`config.mk`:
```
export PLATFORM = sky130hd
export DESIGN_NAME = seg_scan_decoder
export DESIGN_NICKNAME = d
export VERILOG_FILES = /design/src/rtl/seg_scan_pkg.sv /design/src/rtl/seg_scan_decoder_glyph.sv /design/src/rtl/seg_scan_decoder.sv
export SDC_FILE = /design/constraint.sdc
export NUM_CORES = 1
export LEC_CHECK = 0
export CORE_MARGIN = 5
export CORE_UTILIZATION = 57
export CTS_BUF_LIST = sky130_fd_sc_hd__clkbuf_8
export DETAILED_ROUTE_END_ITERATION = 10
export PLACE_DENSITY = 0.79
export SYNTH_ARGS = -nofsm -noshare
export SYNTH_HDL_FRONTEND = slang
export SYNTH_SLANG_ARGS = --single-unit
```
`constraint.sdc`:
```
create_clock -name clk -period 2.8 [get_ports clk]
set_clock_uncertainty 0.1 [all_clocks]
set_input_delay 0.56 -clock clk [delete_from_list [all_inputs] [get_ports clk]]
set_output_delay 0.56 -clock clk [all_outputs]
set_load 0.02 [all_outputs]
```
`src/rtl/seg_scan_pkg.sv`:
```
// Shared definitions for the 7-segment scan decoder: glyph table,
// blank pattern, FSM state encoding and the decoded-glyph bundle.
package seg_scan_pkg;

    localparam logic [6:0] GLYPH_0 = 7'h40;
    localparam logic [6:0] GLYPH_1 = 7'h79;
    localparam logic [6:0] GLYPH_2 = 7'h24;
    localparam logic [6:0] GLYPH_3 = 7'h30;
    localparam logic [6:0] GLYPH_4 = 7'h19;
    localparam logic [6:0] GLYPH_5 = 7'h12;
    localparam logic [6:0] GLYPH_6 = 7'h02;
    localparam logic [6:0] GLYPH_7 = 7'h78;
    localparam logic [6:0] GLYPH_8 = 7'h00;
    localparam logic [6:0] GLYPH_9 = 7'h10;
    localparam logic [6:0] GLYPH_A = 7'h08;
    localparam logic [6:0] GLYPH_B = 7'h03;
    localparam logic [6:0] GLYPH_C = 7'h46;
    localparam logic [6:0] GLYPH_D = 7'h21;
    localparam logic [6:0] GLYPH_E = 7'h06;
    localparam logic [6:0] GLYPH_F = 7'h0E;

    localparam logic [6:0] SEG_BLANK = 7'h7F;

    localparam logic [1:0] ST_IDLE  = 2'd0;
    localparam logic [1:0] ST_TRACK = 2'd1;
    localparam logic [1:0] ST_HOLD  = 2'd2;

    typedef struct packed {
        logic       known;
        logic       blank;
        logic [3:0] nibble;
    } glyph_t;

endpackage

```
`src/rtl/seg_scan_decoder_glyph.sv`:
```
// seg_glyph_decode: active-low gfedcba pattern to {known, blank, nibble}.
// Purely combinational; reusable by display encoder checks.
module seg_glyph_decode
    import seg_scan_pkg::*;
(
    input  logic [6:0] seg_i,
    output glyph_t     glyph_o
);

    logic [4:0] kn;

    always_comb begin
        kn = 5'b0_0000;
        case (seg_i)
            GLYPH_0: kn = {1'b1, 4'h0};
            GLYPH_1: kn = {1'b1, 4'h1};
            GLYPH_2: kn = {1'b1, 4'h2};
            GLYPH_3: kn = {1'b1, 4'h3};
            GLYPH_4: kn = {1'b1, 4'h4};
            GLYPH_5: kn = {1'b1, 4'h5};
            GLYPH_6: kn = {1'b1, 4'h6};
            GLYPH_7: kn = {1'b1, 4'h7};
            GLYPH_8: kn = {1'b1, 4'h8};
            GLYPH_9: kn = {1'b1, 4'h9};
            GLYPH_A: kn = {1'b1, 4'hA};
            GLYPH_B: kn = {1'b1, 4'hB};
            GLYPH_C: kn = {1'b1, 4'hC};
            GLYPH_D: kn = {1'b1, 4'hD};
            GLYPH_E: kn = {1'b1, 4'hE};
            GLYPH_F: kn = {1'b1, 4'hF};
            default: kn = 5'b0_0000;
        endcase
    end

    assign glyph_o.known  = kn[4];
    assign glyph_o.nibble = kn[3:0];
    assign glyph_o.blank  = (seg_i == SEG_BLANK);

endmodule

```
`src/rtl/seg_scan_decoder.sv`:
```
// Multiplexed 7-segment scan monitor: rebuilds per-digit hex values.
// Optional decimal-point capture is enabled with SEG_SCAN_DP_EN.
module seg_scan_decoder
    import seg_scan_pkg::*;
#(
    parameter int N_DIGITS      = 2,
    parameter int STABLE_CYCLES = 4,
    parameter int CNT_W         = 8
) (
    input  logic                  clk,
    input  logic                  rst_n,
    input  logic [7:0]            SEG,
    input  logic [7:0]            AN,
    input  logic                  clr,
    output logic [4*N_DIGITS-1:0] value,
    output logic [N_DIGITS-1:0]   digit_valid,
    output logic [N_DIGITS-1:0]   digit_blank,
    output logic                  frame_done,
    output logic                  err_an,
    output logic                  err_seg
`ifdef SEG_SCAN_DP_EN
    ,
    output logic [N_DIGITS-1:0]   dp
`endif
);

`ifdef SEG_SCAN_DP_EN
    localparam int SW = 8;
`else
    localparam int SW = 7;
    logic unused_seg7;
    assign unused_seg7 = SEG[7];
`endif

    localparam logic [7:0] DIG_MASK =
        8'((9'd1 << N_DIGITS) - 9'd1);
    localparam logic [CNT_W-1:0] CNT_LAST =
        CNT_W'(STABLE_CYCLES - 1);
    localparam logic [N_DIGITS-1:0] ALL_DIG = '1;

    logic [SW-1:0] s_seg_q, p_seg_q;
    logic [7:0]    s_an_q, p_an_q;

    // Idle-high reset keeps a fresh start from looking like a bad AN.
    always_ff @(posedge clk or negedge rst_n) begin
        if (!rst_n) begin
            s_seg_q <= '1;
            p_seg_q <= '1;
            s_an_q  <= '1;
            p_an_q  <= '1;
        end else begin
            s_seg_q <= SEG[SW-1:0];
            p_seg_q <= s_seg_q;
            s_an_q  <= AN;
            p_an_q  <= s_an_q;
        end
    end

    logic [7:0] an_low;
    logic       an_idle, an_legal, an_bad, change;

    assign an_low   = ~s_an_q;
    assign an_idle  = (s_an_q == 8'hFF);
    assign an_legal = (an_low != 8'd0)
                   && ((an_low & (an_low - 8'd1)) == 8'd0)
                   && ((an_low & ~DIG_MASK) == 8'd0);
    assign an_bad   = !an_idle && !an_legal;
    assign change   = (s_seg_q != p_seg_q) || (s_an_q != p_an_q);

    glyph_t glyph;

    seg_glyph_decode u_glyph (
        .seg_i   (s_seg_q[6:0]),
        .glyph_o (glyph)
    );

    logic [1:0]       state_q, state_d;
    logic [CNT_W-1:0] cnt_q, cnt_d;
    logic             commit;

    always_comb begin
        state_d = state_q;
        cnt_d   = cnt_q;
        commit  = 1'b0;
        if (an_bad) begin
            state_d = ST_IDLE;
            cnt_d   = '0;
        end else begin
            case (state_q)
                ST_IDLE: begin
                    if (an_legal) begin
                        state_d = ST_TRACK;
                        cnt_d   = CNT_W'(1);
                    end
                end
                ST_TRACK: begin
                    if (change) begin
                        state_d = an_legal ? ST_TRACK : ST_IDLE;
                        cnt_d   = an_legal ? CNT_W'(1) : '0;
                    end else if (cnt_q == CNT_LAST) begin
                        commit  = 1'b1;
                        state_d = ST_HOLD;
                        cnt_d   = cnt_q + CNT_W'(1);
                    end else begin
                        cnt_d = cnt_q + CNT_W'(1);
                    end
                end
                ST_HOLD: begin
                    if (change) begin
                        state_d = an_legal ? ST_TRACK : ST_IDLE;
                        cnt_d   = an_legal ? CNT_W'(1) : '0;
                    end
                end
                default: begin
                    state_d = ST_IDLE;
                    cnt_d   = '0;
                end
            endcase
        end
    end

    logic [4*N_DIGITS-1:0] value_q, value_d;
    logic [N_DIGITS-1:0]   valid_q, valid_d;
    logic [N_DIGITS-1:0]   blank_q, blank_d;
    logic [N_DIGITS-1:0]   mask_q, mask_d, fmask, sel;
    logic                  done_q, done_d;
    logic                  err_an_q, err_an_d;
    logic                  err_seg_q, err_seg_d;
`ifdef SEG_SCAN_DP_EN
    logic [N_DIGITS-1:0]   dp_q, dp_d;
`endif

    assign sel   = an_low[N_DIGITS-1:0] & {N_DIGITS{commit}};
    assign fmask = mask_q | sel;

    always_comb begin
        value_d   = value_q;
        valid_d   = valid_q;
        blank_d   = blank_q;
        mask_d    = mask_q;
        done_d    = 1'b0;
        err_an_d  = err_an_q | an_bad;
        err_seg_d = err_seg_q;
`ifdef SEG_SCAN_DP_EN
        dp_d      = dp_q;
`endif
        for (int i = 0; i < N_DIGITS; i++) begin
            if (sel[i]) begin
                if (glyph.known) begin
                    value_d[4*i +: 4] = glyph.nibble;
                    valid_d[i]        = 1'b1;
                    blank_d[i]        = 1'b0;
                end else if (glyph.blank) begin
                    valid_d[i] = 1'b1;
                    blank_d[i] = 1'b1;
                end else begin
                    valid_d[i] = 1'b0;
                    blank_d[i] = 1'b0;
                    err_seg_d  = 1'b1;
                end
`ifdef SEG_SCAN_DP_EN
                dp_d[i] = ~s_seg_q[7];
`endif
            end
        end
        // Completing commit closes this frame; the next one starts empty.
        if (commit) begin
            if (fmask == ALL_DIG) begin
                done_d = 1'b1;
                mask_d = '0;
            end else begin
                mask_d = fmask;
            end
        end
    end

    always_ff @(posedge clk or negedge rst_n) begin
        if (!rst_n) begin
            state_q   <= ST_IDLE;
            cnt_q     <= '0;
            value_q   <= '0;
            valid_q   <= '0;
            blank_q   <= '0;
            mask_q    <= '0;
            done_q    <= 1'b0;
            err_an_q  <= 1'b0;
            err_seg_q <= 1'b0;
`ifdef SEG_SCAN_DP_EN
            dp_q      <= '0;
`endif
        end else if (clr) begin
            state_q   <= ST_IDLE;
            cnt_q     <= '0;
            value_q   <= '0;
            valid_q   <= '0;
            blank_q   <= '0;
            mask_q    <= '0;
            done_q    <= 1'b0;
            err_an_q  <= 1'b0;
            err_seg_q <= 1'b0;
`ifdef SEG_SCAN_DP_EN
            dp_q      <= '0;
`endif
        end else begin
            state_q   <= state_d;
            cnt_q     <= cnt_d;
            value_q   <= value_d;
            valid_q   <= valid_d;
            blank_q   <= blank_d;
            mask_q    <= mask_d;
            done_q    <= done_d;
            err_an_q  <= err_an_d;
            err_seg_q <= err_seg_d;
`ifdef SEG_SCAN_DP_EN
            dp_q      <= dp_d;
`endif
        end
    end

    assign value       = value_q;
    assign digit_valid = valid_q;
    assign digit_blank = blank_q;
    assign frame_done  = done_q;
    assign err_an      = err_an_q;
    assign err_seg     = err_seg_q;
`ifdef SEG_SCAN_DP_EN
    assign dp          = dp_q;
`endif

endmodule

```
==> summary.txt, run 1 <==
Worst setup path
  • Worst path cell trace: nand2b_1 > nor4b_1 > nor3_1 > and4_4 > nor3_4 > mux2_2
  • Slowest stage delay, CP: 0.66 ns
  • R2R cell count: 6
  • Worst path buffer plus inverter count: 0
  • Required @ worst endpoint: 2.90 ns
  • Kind of end point of the critical path: flip-flop
  • Setup crit start kind: flip-flop
  • Worst r2r dst: value[1]
  • CP delay by family, top: simple AND/OR/NAND/NOR gates
  • FF-to-FF setup slack: 0.30 ns
  • Crit-path max FO: 13
  • Crit-path slowest cell: dfstp_2
  • Worst reg2reg startpoint: s_seg_q[2]
  • Arrival time worst endpoint: 2.60 ns
  • Critical setup path kind: flip-flop to flip-flop

Routing
  • DRC: 0
  • First-pass DRT Iterations: 4
  • Final WL: 5.40 mm
  • Routed wire per std cell: 14.8 um
  • Vias per std cell: 5.67
  • Antenna Nets Post-Route: 0
  • Vias: 2077
  • 1st-iter DRT viols: 125

Place
  • Placement Setup Slack: 0.316 ns
  • Post-DP HPWL: 3.74 mm
  • I/O Buffers: 32
  • Placed Instances: 350
  • Placer congestion estimate: 0.845

Cells and area
  • Nets: 314
  • Final core utilization: 71.6%
  • Antenna diode count: 0
  • Area Overhead vs Synth: 21.7%
  • # fillers: 365
  • Most frequent cells in the layout: 31 x clkdlybuf4s50_1, 30 x dfstp_2, 27 x dfrtp_1
  • Layout cell share with drive strength beyond 1: 24.4%
  • Non-filler instance count after layout: 366
  • Commonest non-fill, non-tap cell in the layout: clkdlybuf4s50_1
  • Reg area: 1460 um2
  • Area of the multi-input gates: 1260 um2

Power and ir drop
  • Maximum VDD drop: 0.441 mV
  • Pleak: 1.35 nW
  • Power density over cell area: 533 nW/um2
  • Logic pwr share: 6.5%
  • Clock power frac: 43.9%
  • Internal: 1.41 mW
  • Switching fraction of total power: 22.4%
  • NetSw: 407 uW
  • Sequential power share: 49.6%

Floorplan
  • Die ar.: 6410 um2
  • Die height: 80.1 um
  • Core area: 4750 um2
  • Rows: 25
  • Die X-Extent: 80.1 um
  • I/O pin total: 34
  • Initial Utilization: 58.8%

Global routing
  • First-pass GRT wire length: 9.43 mm
  • GRT busiest layer: met2
  • Total gr overflow: 0
  • Largest net degree at the start of global routing: 58
  • Met2 Track Usage GR: 28.4%
  • Met1 GRT Util: 26.1%
  • Vias in the first global route: 1987
  • GRT Total Usage: 19.2%
  • Initial antenna violation count: 0
  • Met3 Use GR: 4.37%

STA
  • RSZ-0062 raised after global routing: false
  • Fin. Hold Viols: 0
  • TNS Setup: 0 ns
  • Slew @ Worst Pin: 0.682 ns
  • Final min period: 2.50 ns
  • Final-report max-slew violation count: 0
  • Final worst slack: 0.298 ns
  • Fin crit share: 89.4%
  • Slew margin rel.: 54.6%
  • Highest Clock Rate: 0.400 GHz
  • Finish-stage setup viols: 0
  • Hold_ws: 0.253 ns

Hold path
  • Hold WC Path Type: input pin to asynchronous set/reset pin

Yosys
  • Post-synth ARST share: 100%
  • Top cell type's share of synthesized area: 28.2%
  • Netlist cell types: 59
  • Post-synthesis sequential area ratio: 52.3%
  • Synth area leader: dfstp_2
  • Synth Cell Area: 2800 um2
  • Yosys Warn Count: 0
  • Seq cells post-synth: 57
  • Mapped Cells: 257
  • Synthesized Nets: 277
  • Post-synth EDFFs: 0
  • Synth Flop Type: dfstp_2
  • Mean post-synth cell area: 10.9 um2
  • Synth area leaders: dfstp_2 28%, dfrtp_1 24%, xnor2_1 3.4%

Run
  • Max-cap viol count: 0

Clock tree
  • Post-CTS Setup Repair Bufs: 0
  • H-tree Lvls: 3
  • CTS tree: done
  • Inserted Clock Buffers: 9
  • Post-CTS Hold Fix Bufs: 0
  • Clk pin slew, worst setup/hold paths: 0.07 ns
  • Worst-skew pair later-pin latency: 0.33 ns
  • Clk sinks: 57
  • CTS Root Cell: clkbuf_8
  • Clk buf depth: 2
  • CTS-repair resized insts: 0

Outcome
  • Status: completed
[flip-flops by register name (all words and copies together), names as in the netlist]
register and cells:
digit_valid 2, mask_q 2, s_an_q 8, frame_done 1, value 8, digit_blank 2
s_seg_q 7, err_an 1, err_seg 1, cnt_q 8, state_q 2, p_an_q 8
p_seg_q 7
[stage by stage]
step / power (mW) / area, um2
after detailed placement: 1.03 / 3190
after floorplan: 0.970 / 2800
final: 1.81 / 3410
after global routing: 1.90 / 3410
after global placement: 1.03 / 3190
after CTS: 1.83 / 3410
[synthesized netlist by cell type, drive strengths merged (2+ instances only)]
library cell  instances
a211oi                5
a21o                  2
a21oi                11
a221o                 4
a22o                  3
and4                  2
buf                   5
clkbuf                9
dfrtp                27
dfstp                30
mux2                  2
mux2i                 2
nand2                21
nand2b                8
nand3                 6
nand4                 5
nor2                 17
nor2b                 5
nor3                 10
nor3b                 4
nor4                  7
o211ai                3
o21a                  6
o21ai                11
o21ba                 2
o22ai                 3
or2                   3
or3                   7
or4                   2
xnor2                12
xor2                  5
[cell type report]
class                   instances  area share, %
clock buffers                  12           4.85
clock inverters                 4           1.43
inverters                       1          0.110
multi-input cells             185           37.1
flip-flops and latches         57           43.0
well taps                      67           2.46
repair buffers                 40           11.0
[worst reg2reg max path, stage by stage (launching register included)]
cell      delay, ns
dfstp_2        0.66
nand2b_1       0.13
nor4b_1        0.41
nor3_1         0.18
and4_4         0.26
nor3_4         0.26
mux2_2         0.38
[metal layers]
metal,up-vias,share of wire [%],wire [um]
met5,-,0,0
met4,0,2.6,142
met3,15,4.9,266
met2,58,46,2500
met1,987,46,2490
li1,1017,-,-
[worst max-delay path by stage]
stage,from,to,depth (start not counted)
5_1_grt,cnt_q[0],value[7],7
4_1_cts,s_seg_q[2],value[1],6
6_report,s_seg_q[2],value[1],6
3_5_place_dp,s_seg_q[2],value[1],6
2_1_floorplan,s_seg_q[2],value[1],7
3_3_place_gp,s_seg_q[2],value[1],6
[power groups by stage]
| stage | clock network [mW] | registers (mW) | logic (mW) |
|---|---|---|---|
| 6_report | 0.797 | 0.900 | 0.117 |
| 5_1_grt | 0.865 | 0.904 | 0.129 |
| 4_1_cts | 0.813 | 0.900 | 0.119 |
| 3_5_place_dp | 0 | 0.913 | 0.118 |
| 3_3_place_gp | 0 | 0.912 | 0.116 |
| 2_1_floorplan | 0 | 0.894 | 0.0762 |
[kinds of logic after synthesis]
family                   share of synthesized area, %
buffers and inverters                            2.46
XOR/XNOR                                         5.59
multiplexers                                     1.52
flip-flops                                       52.3
adder cells (fa/ha/maj)                         0.447
AND/OR/NAND/NOR                                  22.7
AO/OA/AOI/OAI                                    15.0
No activity file was read; power rests on OpenSTA's default activity.
==> inputs of run 2 (changes only) <==
- CORE_UTILIZATION: 57 -> 58
- PLACE_DENSITY: 0.79 -> 0.81
- SYNTH_HIERARCHICAL: not set -> 1
==> run 2 against run 1 <==
  * Sequential share of layout area is 0.36 points lower
  * Synthesized cell count is 4.3% higher
  * Critical path type unchanged
  * Cell count is 4.6% higher
==> summary.txt, run 2 <==
Place
  • Post-DP HPWL: 4.16 mm (+11%)
  • I/O Buffers: 32 (unchanged)
  • Placer congestion estimate: 0.856 (+1.3%)
  • Placed Instances: 365 (+4.3%)
  • Placement Setup Slack: 0.119 ns (-0.196 ns)

STA
  • Final worst slack: 0.152 ns (-0.145 ns)
  • Finish-stage setup viols: 0 (unchanged)
  • Slew @ Worst Pin: 0.970 ns (+0.288 ns)
  • Final-report max-slew violation count: 0 (unchanged)
  • Highest Clock Rate: 0.378 GHz (-5.5%)
  • RSZ-0062 raised after global routing: false
  • TNS Setup: 0 ns (unchanged)
  • Fin crit share: 94.6% (+5.2 points)
  • Slew margin rel.: 35.3% (-19 points)
  • Fin. Hold Viols: 0 (unchanged)
  • Final min period: 2.65 ns (+0.145 ns)

Floorplan
  • Die ar.: 6350 um2 (-0.90%)
  • Initial Utilization: 59.7% (+0.81 points)
  • Rows: 25 (unchanged)
  • Die height: 79.7 um (-0.45%)
  • Die X-Extent: 79.7 um (-0.45%)
  • I/O pin total: 34 (unchanged)
  • Core area: 4720 um2 (-0.66%)

Worst setup path
  • Crit-path slowest cell: dfstp_2
  • Worst reg2reg startpoint: s_seg_q[3]
  • Critical setup path kind: flip-flop to flip-flop
  • Setup crit start kind: flip-flop
  • Critical Path Start: s_seg_q[3]
  • Cell depth of the worst setup path: 9 (+3)
  • Required @ worst endpoint: 2.93 ns (+0.03 ns)
  • Kind of end point of the critical path: flip-flop
  • Worst r2r dst: value[7]
  • Critical Path End: value[7]
  • CP delay by family, top: simple AND/OR/NAND/NOR gates
  • Arrival time worst endpoint: 2.78 ns (+0.18 ns)
  • Slowest stage delay, CP: 0.69 ns (+0.03 ns)
  • FF-to-FF setup slack: 0.15 ns (-0.15 ns)
  • Crit-path max FO: 15 (+2)
  • Worst path cell trace: nand2_1 > or4_1 > o211ai_1 > nand3b_1 > nor3b_1 > nand4b_1 > buf_4 > mux2i_1 > nor2_1
  • Worst path buffer plus inverter count: 1 (+1)
  • R2R cell count: 9 (+3)

Global routing
  • GRT Total Usage: 22.0% (+2.8 points)
  • Initial antenna violation count: 0 (unchanged)
  • Largest net degree at the start of global routing: 47 (-19%)
  • First-pass GRT wire length: 10.5 mm (+12%)
  • Vias in the first global route: 2250 (+13%)
  • Total gr overflow: 0 (unchanged)

Cells and area
  • Nets: 331 (+5.4%)
  • Commonest non-fill, non-tap cell in the layout: clkdlybuf4s50_1
  • Antenna diode count: 0 (unchanged)
  • Most frequent cells in the layout: 31 x clkdlybuf4s50_1, 30 x dfstp_2, 27 x dfrtp_1
  • Non-filler instance count after layout: 383 (+4.6%)
  • Layout cell share with drive strength beyond 1: 23.1% (-1.3 points)
  • Area Overhead vs Synth: 21.9%
  • # fillers: 344 (-5.8%)

Yosys
  • Top cells by count, synth: 30 x dfstp_2, 27 x dfrtp_1, 23 x nor2_1
  • Top cell type's share of synthesized area: 28.0% (-0.20 points)
  • Synthesized Nets: 288 (+4.0%)
  • Synth Cell Area: 2820 um2 (+0.72%)
  • Post-synth ARST share: 100% (unchanged)
  • Mean post-synth cell area: 10.5 um2 (-3.4%)
  • Seq cells post-synth: 57 (unchanged)
  • Post-synthesis sequential area ratio: 52.0% (-0.37 points)
  • Synth Flop Type: dfstp_2
  • Yosys Warn Count: 6 (+6)
  • Synth area leaders: dfstp_2 28%, dfrtp_1 24%, xnor2_1 4.0%
  • Count leader, synth: dfstp_2
  • Synth area leader: dfstp_2
  • Post-synth EDFFs: 0 (unchanged)
  • Mapped Cells: 268 (+4.3%)
  • Netlist cell types: 56 (-5.1%)

Routing
  • Antenna Nets Post-Route: 0 (unchanged)
  • Vias: 2227 (+7.2%)
  • Routed wire per std cell: 16.1 um (+9.2%)
  • 1st-iter DRT viols: 155 (+24%)
  • Met1 wire length: 2.66 mm (+6.8%)
  • Final WL: 6.17 mm (+14%)
  • Met2 routed WL: 3.09 mm (+24%)
  • DR top layer: met4
  • Vias per std cell: 5.81 (+2.5%)
  • DRC: 0 (unchanged)
  • Metal3 WL: 302 um (+14%)
  • First-pass DRT Iterations: 4 (unchanged)

Clock tree
  • Clk pin slew, worst setup/hold paths: 0.07 ns (about the same)
  • H-tree Lvls: 3 (unchanged)
  • Clk sinks: 57 (unchanged)
  • Inserted Clock Buffers: 9 (unchanged)
  • CTS tree: done
  • Post-CTS Hold Fix Bufs: 0 (unchanged)
  • CTS Root Cell: clkbuf_8
  • Clk buf depth: 2 (unchanged)
  • Worst-skew pair later-pin latency: 0.34 ns (about the same)

Power and ir drop
  • Pleak: 1.40 nW (+3.9%)
  • Design Power: 1.67 mW (-7.9%)
  • Maximum VDD drop: 0.325 mV (-26%)
  • Power density over cell area: 486 nW/um2 (-8.7%)

Hold path
  • Min-delay src: s_an_q[2]
  • Hold WC Path Type: flip-flop to flip-flop

Run
  • Max-cap viol count: 0 (unchanged)

Outcome
  • Status: completed
run 2: worst min-delay path by stage:
| stage | to | depth (start not counted) |
|---|---|---|
| after floorplan | cnt_q[0] | 0 |
| after global placement | p_an_q[4] | 0 |
| after detailed placement | p_an_q[2] | 0 |
| after CTS | p_an_q[2] | 0 |
| after global routing | p_an_q[4] | 0 |
| final | p_an_q[2] | 0 |
run 2: logic make-up after synthesis:
kind of cell             Yosys count  synth area share, %
AO/OA/AOI/OAI                     49                 12.3
XOR/XNOR                          17                 5.28
adder cells (fa/ha/maj)            1                0.444
buffers and inverters             22                 3.46
flip-flops                        57                 52.0
multiplexers                       9                 3.24
AND/OR/NAND/NOR                  113                 23.3
run 2: layout make-up:
| class | count | area [um2] | area share [%] |
|---|---|---|---|
| Sequential cell | 57 | 1460 | 42.6 |
| Multi-Input combinational cell | 189 | 1260 | 36.7 |
| Timing Repair Buffer | 47 | 428 | 12.5 |
| Clock buffer | 9 | 124 | 3.61 |
| Tap cell | 67 | 83.8 | 2.44 |
| Clock inverter | 7 | 47.5 | 1.38 |
| Inverter | 7 | 26.3 | 0.765 |
run 2: report_power, final:
group          internal (mW)  switching (mW)
Sequential             0.865          0.0318
Combinational         0.0583          0.0553
Clock                  0.316           0.344
Total                   1.24           0.431
run 2: through the flow:
| stage | hold slack, ns | cell area, um2 | utilization, % |
|---|---|---|---|
| after floorplan | 0.164 | 2820 | - |
| after global placement | 0.273 | 3240 | 68.7 |
| after detailed placement | 0.278 | 3240 | 68.7 |
| after CTS | 0.288 | 3410 | 72.3 |
| after global routing | 0.290 | 3430 | 72.7 |
| final | 0.284 | 3430 | 72.7 |
run 2: metal layers:
metal / vias to the layer above / GRT usage [%]
li1: 1064 / -
met1: 1087 / 26.8
met2: 64 / 35.1
met3: 12 / 8.47
met4: 0 / 8.93
met5: - / 0
run 2: repair_timing:
action | in CTS | in global routing
setup endpoints to repair | 0 | 11
setup buffers | 0 | 2
gates resized for setup | 0 | 1
==> inputs of run 3 (changes only) <==
- CORE_ASPECT_RATIO: not set -> 1.5
==> run 3 against run 2 <==
  * Fmax is 0.24% lower
  * First-iteration DRC count is 6.5% higher
  * Critical path depth is 1 lower
  * Total power is 11% higher
  * Sequential power hardly changed
  * Sequential share of layout area is 0.81 points lower
  * Core utilization is 0.67 points higher
  * Routed wire length is 6.1% lower
  * Flip-flop and latch count stayed put
  * Non-clock buffer count is 2 higher
  * Clock-buffer cell count is 1 higher
  * Cell count stayed put
==> summary.txt, run 3 (same netlist as run 2, synthesis figures left out) <==
Power and ir drop
  • Power density over cell area: 529 nW/um2 (+8.8%)
  • Switching fraction of total power: 22.0% (-3.8 points)
  • Clock power frac: 45.2% (+5.7 points)
  • Maximum VDD drop: 0.405 mV (+25%)
  • Pleak: 1.45 nW (+3.6%)
  • NetSw: 407 uW (-5.6%)
  • Logic pwr share: 6.5% (-0.3 points)
  • Design Power: 1.85 mW (+11%)
  • Sequential power share: 48.3% (-5.4 points)
  • Internal: 1.45 mW (+17%)

Place
  • Post-DP HPWL: 4.22 mm (+1.3%)
  • I/O Buffers: 32 (unchanged)
  • Placed Instances: 367 (+0.55%)
  • Placer congestion estimate: 0.889 (+3.8%)

Global routing
  • Vias in the first global route: 2157 (-4.1%)
  • GRT Total Usage: 20.8% (-1.2 points)
  • Initial antenna violation count: 0 (unchanged)
  • First-pass GRT wire length: 9.80 mm (-7.0%)
  • Largest net degree at the start of global routing: 31 (-34%)
  • Total gr overflow: 0 (unchanged)

Worst setup path
  • Required @ worst endpoint: 2.92 ns (about the same)
  • Critical setup path kind: flip-flop to flip-flop
  • Crit-path max FO: 8 (-7)
  • FF-to-FF setup slack: 0.15 ns (about the same)
  • Arrival time worst endpoint: 2.78 ns (about the same)
  • Kind of end point of the critical path: flip-flop
  • Setup crit start kind: flip-flop

Clock tree
  • CTS tree: done
  • Clk pin slew, worst setup/hold paths: 0.07 ns (about the same)
  • Clk sinks: 57 (unchanged)
  • Clk buf depth: 2 (unchanged)
  • Worst-skew pair later-pin latency: 0.34 ns (about the same)
  • Inserted Clock Buffers: 9 (unchanged)
  • CTS-repair resized insts: 0 (unchanged)
  • H-tree Lvls: 3 (unchanged)
  • CTS Root Cell: clkbuf_8

STA
  • Fin crit share: 94.8% (+0.22 points)
  • Hold_ws: 0.275 ns (-0.00914 ns)
  • Final-report max-slew violation count: 0 (unchanged)
  • Final min period: 2.65 ns (+0.00624 ns)
  • Finish-stage setup viols: 0 (unchanged)
  • Slew margin rel.: 52.3% (+17 points)
  • Highest Clock Rate: 0.377 GHz (-0.24%)
  • TNS Setup: 0 ns (unchanged)
  • RSZ-0062 raised after global routing: false
  • Slew @ Worst Pin: 0.716 ns (-0.254 ns)
  • Fin. Hold Viols: 0 (unchanged)

Floorplan
  • I/O pin total: 34 (unchanged)
  • Core area: 4770 um2 (+1.0%)
  • Initial Utilization: 59.1% (-0.59 points)
  • Die X-Extent: 66.9 um (-16%)
  • Die height: 95.4 um (+20%)
  • Rows: 31 (+24%)
  • Die ar.: 6380 um2 (+0.45%)

Cells and area
  • Area Overhead vs Synth: 24.2%
  • Non-filler instance count after layout: 383 (unchanged)
  • Nets: 333 (+0.60%)
  • Commonest non-fill, non-tap cell in the layout: clkdlybuf4s50_1
  • Antenna diode count: 0 (unchanged)
  • Most frequent cells in the layout: 31 x clkdlybuf4s50_1, 30 x dfstp_2, 27 x dfrtp_1
  • Layout cell share with drive strength beyond 1: 23.3% (+0.24 points)

Routing
  • Vias per std cell: 5.89 (+1.3%)
  • Final WL: 5.79 mm (-6.1%)
  • Vias: 2256 (+1.3%)
  • 1st-iter DRT viols: 165 (+6.5%)
  • Antenna Nets Post-Route: 0 (unchanged)
  • Routed wire per std cell: 15.1 um (-6.1%)
  • First-pass DRT Iterations: 4 (unchanged)
  • DRC: 0 (unchanged)

Hold path
  • Hold WC Path Type: flip-flop to flip-flop

Run
  • Max-cap viol count: 0 (unchanged)

Outcome
  • Status: completed
## run 3: cell types whose count changed in the layout (fill, tap and decap cells not counted)
| cell | delta |
|---|---|
| buf_12 | +1 |
| buf_4 | +1 |
| bufinv_16 | +2 |
| clkbuf_8 | +1 |
| clkinv_1 | -1 |
| clkinv_4 | -1 |
| clkinvlp_4 | -3 |
| inv_4 | +1 |
| nor3_1 | +1 |
| nor3_2 | -1 |
## run 3: area by class of cell
| class | instances | area (um2) |
|---|---|---|
| flip-flops and latches | 57 | 1460 |
| fillers | 336 | 1270 |
| multi-input cells | 189 | 1260 |
| repair buffers | 49 | 455 |
| clock buffers | 10 | 138 |
| well taps | 66 | 82.6 |
| clock inverters | 5 | 78.8 |
| inverters | 7 | 26.3 |
## run 3: stage by stage
stage	setup slack, ns	utilization [%]	instance area, um2
CTS	0.123	73.2	3490
global placement	0.210	68.7	3280
finish	0.146	73.4	3500
floorplan	0.266	-	2820
detailed placement	0.167	68.7	3280
global route	0.00548	73.4	3500
## run 3: final timing paths
check | start | endpoint | cells after the start
worst max-delay path | s_seg_q[5] | value[0] | 8
worst min-delay path | s_an_q[2] | p_an_q[2] | 0
worst max register to register | s_seg_q[5] | value[0] | 8
worst min register to register | s_an_q[2] | p_an_q[2] | 0
max in group asynchronous | rst_n | p_an_q[0] | 2
min in group asynchronous | rst_n | p_an_q[1] | 1
## run 3: per-layer routing
metal	vias up	part of all wire, %	GRT usage (%)
li1	1076	-	-
met1	1097	39	23.0
met2	69	53	35.0
met3	14	5.4	6.72
met4	0	2.6	11.2
met5	-	0	0
## run 3: power groups by stage
| stage | logic (mW) | registers, mW | clock network (mW) |
|---|---|---|---|
| after global placement | 0.118 | 0.906 | 0 |
| after global routing | 0.133 | 0.898 | 0.891 |
| after detailed placement | 0.120 | 0.907 | 0 |
| after floorplan | 0.0681 | 0.893 | 0 |
| final | 0.121 | 0.894 | 0.838 |
| after CTS | 0.122 | 0.894 | 0.855 |
## run 3: worst max-delay path, stage by stage, from the launching register on
cell      delay, ns
dfstp_2        0.61
nand3b_1       0.15
or4_1          0.49
o211ai_1       0.18
nand3b_1       0.20
nor3b_1        0.19
nand4b_1       0.31
mux2i_1        0.27
nor2_1         0.06
## run 3: repair_timing
item / in CTS / in global routing
endpoints found under the hold margin: 0 / 0
setup endpoints to repair: 0 / 4
hold buffers: 0 / 0
buffers inserted: 0 / 1
